[config.mk]
export PLATFORM = sky130hd
export DESIGN_NAME = axil_mmio_master
export DESIGN_NICKNAME = d
export VERILOG_FILES = /design/src/rtl/axil_mmio_master.sv
export SDC_FILE = /design/constraint.sdc
export NUM_CORES = 1
export LEC_CHECK = 0
export CAP_MARGIN = 10
export CORE_MARGIN = 4
export CORE_UTILIZATION = 35
export DETAILED_ROUTE_END_ITERATION = 7
export HOLD_SLACK_MARGIN = 0.1
export MAX_ROUTING_LAYER = met4
export PLACE_DENSITY = 0.79
export SYNTH_ARGS = -nofsm -noshare
export SYNTH_HDL_FRONTEND = slang
export SYNTH_SLANG_ARGS = --single-unit
[constraint.sdc]
create_clock -name clk -period 1.7 [get_ports clk]
set_clock_uncertainty 0.15 [all_clocks]
set_input_delay 0.34 -clock clk [delete_from_list [all_inputs] [get_ports clk]]
set_output_delay 0.34 -clock clk [all_outputs]
set_load 0.05 [all_outputs]
[src/rtl/axil_mmio_master.sv]
// axil_mmio_master: single-outstanding AXI4-Lite master bridge.
// Turns the core's load/store request port into one AXI4-Lite read or
// write at a time. AW and W are issued together; B/R are only taken once
// the address (and write data) phases have completed.
// Optional feature macro: AXIL_MST_TIMEOUT_EN (per-transaction timeout).
//
// state   | meaning
// --------+-----------------------------------------------------------
// ST_IDLE | no transaction in flight, req_ready=1
// ST_WR   | write in flight: AW/W until handshaken, B accepted after both
// ST_RD   | read in flight: AR until handshaken, R accepted after AR
module axil_mmio_master #(
    parameter int TIMEOUT_CYCLES = 1024
) (
    input  logic        clk,
    input  logic        rstn,
    input  logic        req_valid,
    output logic        req_ready,
    input  logic        req_we,
    input  logic [31:0] req_addr,
    input  logic [31:0] req_wdata,
    input  logic [3:0]  req_wstrb,
    output logic        rsp_valid,
    output logic [31:0] rsp_rdata,
    output logic        rsp_err,
    output logic [31:0] m_awaddr,
    output logic        m_awvalid,
    input  logic        m_awready,
    output logic [31:0] m_wdata,
    output logic [3:0]  m_wstrb,
    output logic        m_wvalid,
    input  logic        m_wready,
    input  logic [1:0]  m_bresp,
    input  logic        m_bvalid,
    output logic        m_bready,
    output logic [31:0] m_araddr,
    output logic        m_arvalid,
    input  logic        m_arready,
    input  logic [31:0] m_rdata,
    input  logic [1:0]  m_rresp,
    input  logic        m_rvalid,
    output logic        m_rready
);

    typedef enum logic [1:0] {
        ST_IDLE = 2'd0,
        ST_WR   = 2'd1,
        ST_RD   = 2'd2
    } state_t;

    generate
        if (TIMEOUT_CYCLES < 2 || TIMEOUT_CYCLES > 65535) begin : g_bad_timeout
            $error("axil_mmio_master: TIMEOUT_CYCLES out of range 2..65535");
        end
    endgenerate

    state_t      state_q, state_d;
    logic        awvalid_q, awvalid_d, wvalid_q, wvalid_d, bready_q, bready_d;
    logic        arvalid_q, arvalid_d, rready_q, rready_d;
    logic        aw_done_q, aw_done_d, w_done_q, w_done_d, ar_done_q, ar_done_d;
    logic [31:0] addr_q, addr_d, wdata_q, wdata_d;
    logic [3:0]  wstrb_q, wstrb_d;
    logic        rsp_valid_q, rsp_valid_d, rsp_err_q, rsp_err_d;
    logic [31:0] rsp_rdata_q, rsp_rdata_d;
    logic        aw_hs, w_hs, ar_hs, b_hs, r_hs;
    logic        unused_resp_lsb;

`ifdef AXIL_MST_TIMEOUT_EN
    localparam logic [15:0] TO_LAST = 16'(TIMEOUT_CYCLES - 1);
    logic [15:0] cnt_q, cnt_d;
`endif

    // Only resp[1] distinguishes error from OK.
    assign unused_resp_lsb = m_bresp[0] ^ m_rresp[0];

    // Channel handshakes; B/R only count once the request phases are done.
    assign aw_hs = awvalid_q & m_awready;
    assign w_hs  = wvalid_q & m_wready;
    assign ar_hs = arvalid_q & m_arready;
    assign b_hs  = bready_q & m_bvalid & (aw_done_q | aw_hs) & (w_done_q | w_hs);
    assign r_hs  = rready_q & m_rvalid & (ar_done_q | ar_hs);

    // Next-state and next-output computation for the transaction FSM.
    always_comb begin
        state_d     = state_q;
        awvalid_d   = awvalid_q;
        wvalid_d    = wvalid_q;
        bready_d    = bready_q;
        arvalid_d   = arvalid_q;
        rready_d    = rready_q;
        aw_done_d   = aw_done_q;
        w_done_d    = w_done_q;
        ar_done_d   = ar_done_q;
        addr_d      = addr_q;
        wdata_d     = wdata_q;
        wstrb_d     = wstrb_q;
        rsp_valid_d = 1'b0;
        rsp_err_d   = rsp_err_q;
        rsp_rdata_d = rsp_rdata_q;
`ifdef AXIL_MST_TIMEOUT_EN
        cnt_d       = cnt_q;
`endif
        case (state_q)
            ST_IDLE: begin
                if (req_valid) begin
                    addr_d  = {req_addr[31:2], 2'b00};
                    wdata_d = req_wdata;
                    wstrb_d = req_wstrb;
`ifdef AXIL_MST_TIMEOUT_EN
                    cnt_d   = 16'd0;
`endif
                    if (req_we) begin
                        state_d   = ST_WR;
                        awvalid_d = 1'b1;
                        wvalid_d  = 1'b1;
                        bready_d  = 1'b1;
                        aw_done_d = 1'b0;
                        w_done_d  = 1'b0;
                    end else begin
                        state_d   = ST_RD;
                        arvalid_d = 1'b1;
                        rready_d  = 1'b1;
                        ar_done_d = 1'b0;
                    end
                end
            end
            ST_WR: begin
                awvalid_d = awvalid_q & ~m_awready;
                wvalid_d  = wvalid_q & ~m_wready;
                aw_done_d = aw_done_q | aw_hs;
                w_done_d  = w_done_q | w_hs;
                if (b_hs) begin
                    state_d     = ST_IDLE;
                    awvalid_d   = 1'b0;
                    wvalid_d    = 1'b0;
                    bready_d    = 1'b0;
                    rsp_valid_d = 1'b1;
                    rsp_err_d   = m_bresp[1];
                    rsp_rdata_d = 32'h0;
                end
`ifdef AXIL_MST_TIMEOUT_EN
                else if (cnt_q == TO_LAST) begin
                    state_d     = ST_IDLE;
                    awvalid_d   = 1'b0;
                    wvalid_d    = 1'b0;
                    bready_d    = 1'b0;
                    rsp_valid_d = 1'b1;
                    rsp_err_d   = 1'b1;
                    rsp_rdata_d = 32'hDEAD_BEEF;
                end else begin
                    cnt_d = cnt_q + 16'd1;
                end
`endif
            end
            ST_RD: begin
                arvalid_d = arvalid_q & ~m_arready;
                ar_done_d = ar_done_q | ar_hs;
                if (r_hs) begin
                    state_d     = ST_IDLE;
                    arvalid_d   = 1'b0;
                    rready_d    = 1'b0;
                    rsp_valid_d = 1'b1;
                    rsp_err_d   = m_rresp[1];
                    rsp_rdata_d = m_rdata;
                end
`ifdef AXIL_MST_TIMEOUT_EN
                else if (cnt_q == TO_LAST) begin
                    state_d     = ST_IDLE;
                    arvalid_d   = 1'b0;
                    rready_d    = 1'b0;
                    rsp_valid_d = 1'b1;
                    rsp_err_d   = 1'b1;
                    rsp_rdata_d = 32'hDEAD_BEEF;
                end else begin
                    cnt_d = cnt_q + 16'd1;
                end
`endif
            end
            default: state_d = ST_IDLE;
        endcase
    end

    // State and registered outputs; reset abandons any transaction in flight.
    always_ff @(posedge clk or negedge rstn) begin
        if (!rstn) begin
            state_q     <= ST_IDLE;
            awvalid_q   <= 1'b0;
            wvalid_q    <= 1'b0;
            bready_q    <= 1'b0;
            arvalid_q   <= 1'b0;
            rready_q    <= 1'b0;
            aw_done_q   <= 1'b0;
            w_done_q    <= 1'b0;
            ar_done_q   <= 1'b0;
            addr_q      <= 32'h0;
            wdata_q     <= 32'h0;
            wstrb_q     <= 4'h0;
            rsp_valid_q <= 1'b0;
            rsp_err_q   <= 1'b0;
            rsp_rdata_q <= 32'h0;
`ifdef AXIL_MST_TIMEOUT_EN
            cnt_q       <= 16'd0;
`endif
        end else begin
            state_q     <= state_d;
            awvalid_q   <= awvalid_d;
            wvalid_q    <= wvalid_d;
            bready_q    <= bready_d;
            arvalid_q   <= arvalid_d;
            rready_q    <= rready_d;
            aw_done_q   <= aw_done_d;
            w_done_q    <= w_done_d;
            ar_done_q   <= ar_done_d;
            addr_q      <= addr_d;
            wdata_q     <= wdata_d;
            wstrb_q     <= wstrb_d;
            rsp_valid_q <= rsp_valid_d;
            rsp_err_q   <= rsp_err_d;
            rsp_rdata_q <= rsp_rdata_d;
`ifdef AXIL_MST_TIMEOUT_EN
            cnt_q       <= cnt_d;
`endif
        end
    end

    assign req_ready = (state_q == ST_IDLE);
    assign rsp_valid = rsp_valid_q;
    assign rsp_rdata = rsp_rdata_q;
    assign rsp_err   = rsp_err_q;
    assign m_awaddr  = addr_q;
    assign m_awvalid = awvalid_q;
    assign m_wdata   = wdata_q;
    assign m_wstrb   = wstrb_q;
    assign m_wvalid  = wvalid_q;
    assign m_bready  = bready_q;
    assign m_araddr  = addr_q;
    assign m_arvalid = arvalid_q;
    assign m_rready  = rready_q;

endmodule

==> results.yml <==
outcome:
  status: "finished, violations left"
  violations: "setup timing"
clock_network:
  htree_levels: 3
  clock-sinks: 110
  numCtsBuffers: 9
  cts_tree: "built"
  ctsLongestPathBuffers: 2
  clock_tree.root_cell: "clkbuf_16"
  clock_latency_ps: 350
  path_clk_slew_ps: 70
sta:
  layout_min_cycle_time_ps: 1780
  setup-violations-final: 34
  drv_slew: 0
  max_clock_freq_mhz: 561
  fin_crit_sh_pct: 105
  hold_viol: 0
  rsz0062_at_grt: "true"
  fin_ws_ps: -82.6
grt:
  antenna_found_initial: 0
  grt_max_degree: 44
  grt_pass1_wl_um: 20700
  track_usage_pct: 18.7
  grt.overflow.total: 0
  grt_pass1_vias: 3895
place:
  portBuffers: 244
  gp_congestion: 0.817
  post_dp_cell_area_um2: 8590
  dp_hpwl_um: 10800
setup_path:
  end_kind: "output pin"
  worstPathCellList: "inv_2, ha_4, buf_6, buf_12"
  worst_ep_arrival_time_ps: 1290
  critPathMaxStageDelay_ps: 420
  crit_slowest_cell: "dfrtp_1"
  cp_num_buf_inv: 3
  path_max_fanout: 7
  start_kind: "register"
  crit_family: "flip-flops"
  cp_data_required_time_ps: 1210
  crit_type: "register to output pin"
die:
  die_h_um: 122
  core_area_um2: 12700
  rows: 41
  start_util_pct: 36.0
  die-area_um2: 14900
  die_w_um: 122
  io_pins: 253
finish:
  multi_input_area_um2: 1480
  drive_gt1_share_pct: 53.5
  num_antenna_cells: 0
  design_area_um2: 8970
  syn_to_final_growth_pct: 96.7
  regArea_um2: 2760
  nets: 677
  nFillCells: 832
routing:
  routed_wirelength_um: 13700
  num_vias: 3453
  ant_nets: 0
  drt_iter0_drc: 128
  routedWlPerCell_um: 18.5
  avgViaCountPerCell: 4.68
  drc: 0
  firstDrtPassIters: 4
logic_synthesis:
  synth_warnings: 0
  ys_ff_latch: 110
  async_reset_ff_share_pct: 100
  syn_area_per_cell_um2: 14.6
  synth-edff-count: 0
  synthCells: 313
  yosysUniqueCellTypes: 33
  netlist_area_um2: 4560
  synth-main-ff-cell: "dfrtp_1"
  seq_area_frac_synth_pct: 60.3
flow_run:
  drv_cap: 0
hold_path:
  hold_path_class: "input port to async pin"
metrics by stage:
stage          hold slack, ps  std cells  utilization [%]  setup TNS, ps  setup WS [ps]
6_report                  227        738             70.8          -1240          -82.6
5_1_grt                   241        738             70.8          -3730           -130
4_1_cts                   182        737             70.7           -965          -89.6
3_5_place_dp             27.3        718             67.8         -30650           -602
3_3_place_gp             27.1        718             67.8         -26600           -515
2_1_floorplan            -106        316                -          -3020           -104
Yosys cell counts, types with 3 or more instances:
master     n  area [um^2]
a21o_1     4         30.0
a21oi_1    4         20.0
a22o_1     8         70.1
a22o_2    24          240
a31oi_1    3         18.8
buf_1      5         18.8
buf_4     34          255
buf_6      4         45.0
buf_8      3         45.0
dfrtp_1  110         2750
ha_1       3         37.5
inv_1      4         15.0
mux2_2    68          766
nand2_1    4         15.0
nor2_1     8         30.0
o21ai_0    6         30.0
per-layer routing:
| layer | GRT usage [%] | vias to the layer above | share of wire, % |
|---|---|---|---|
| met2 | 34.0 | 131 | 56 |
| met5 | - | - | 0 |
| li1 | - | 1574 | - |
| met1 | 19.0 | 1714 | 35 |
| met4 | 9.94 | 0 | 3.5 |
| met3 | 3.62 | 34 | 5.6 |
logic make-up after synthesis:
logic type               share of synthesized area [%]
AND/OR/NAND/NOR                                   2.03
other                                           0.0822
buffers and inverters                             8.64
flip-flops                                        60.3
adder cells (fa/ha/maj)                          0.823
multiplexers                                      16.8
AO/OA/AOI/OAI                                     11.3
cell usage in the layout, fill, tap and decap left out, drive strengths merged, types with 2 or more instances in the layout:
cell	count
and3	2
bufinv	2
o21ai	7
buf	175
conb	4
clkbuf	10
dlygate4sd2	3
a22o	32
o2bb2ai	2
nand3	2
a21o	4
a21oi	5
nand2	4
mux2	68
nor2	8
dfrtp	110
clkdlybuf4s50	104
ha	3
a31oi	3
inv	6
cell type report:
cell class | count | area share (%)
clock buffers | 10 | 2.66
flip-flops and latches | 110 | 30.7
repair buffers | 283 | 46.5
clock inverters | 6 | 1.03
multi-input cells | 153 | 16.5
inverters | 4 | 0.167
well taps | 172 | 2.40
sequential cells by signal, indices dropped and copies added, names as in the netlist, 2 cells and up:
register and cells:
m_wdata 32, rsp_rdata 32, m_araddr 30, m_wstrb 4
state_q 2
timing repair:
action | CTS | global route
pin swaps | 4 | 0
resized for setup | 8 | 3
hold buffers | 1 | 0
endpoints found under the hold margin | 110 | 0
setup buffers | 2 | 1
setup endpoints to repair | 41 | 50
path summary, 6_finish.rpt:
check | slack [ps] | to | cells past startpoint | start
worst max-delay path | -80 | req_ready | 4 | state_q[1]$_DFFE_PN0P_
worst min-delay path | 230 | m_araddr[27]$_DFFE_PN0P_ | 2 | rstn
worst max register to register | -50 | rsp_rdata[18]$_DFFE_PN0P_ | 6 | state_q[1]$_DFFE_PN0P_
worst min register to register | 420 | aw_done_q$_DFFE_PN0P_ | 2 | aw_done_q$_DFFE_PN0P_
max in group asynchronous | 690 | m_awvalid$_DFFE_PN0P_ | 3 | rstn
min in group clk | 350 | aw_done_q$_DFFE_PN0P_ | 3 | m_awready
Power is not shown: default switching activity piles up to over one toggle a cycle in this logic, so the estimate is an artifact.
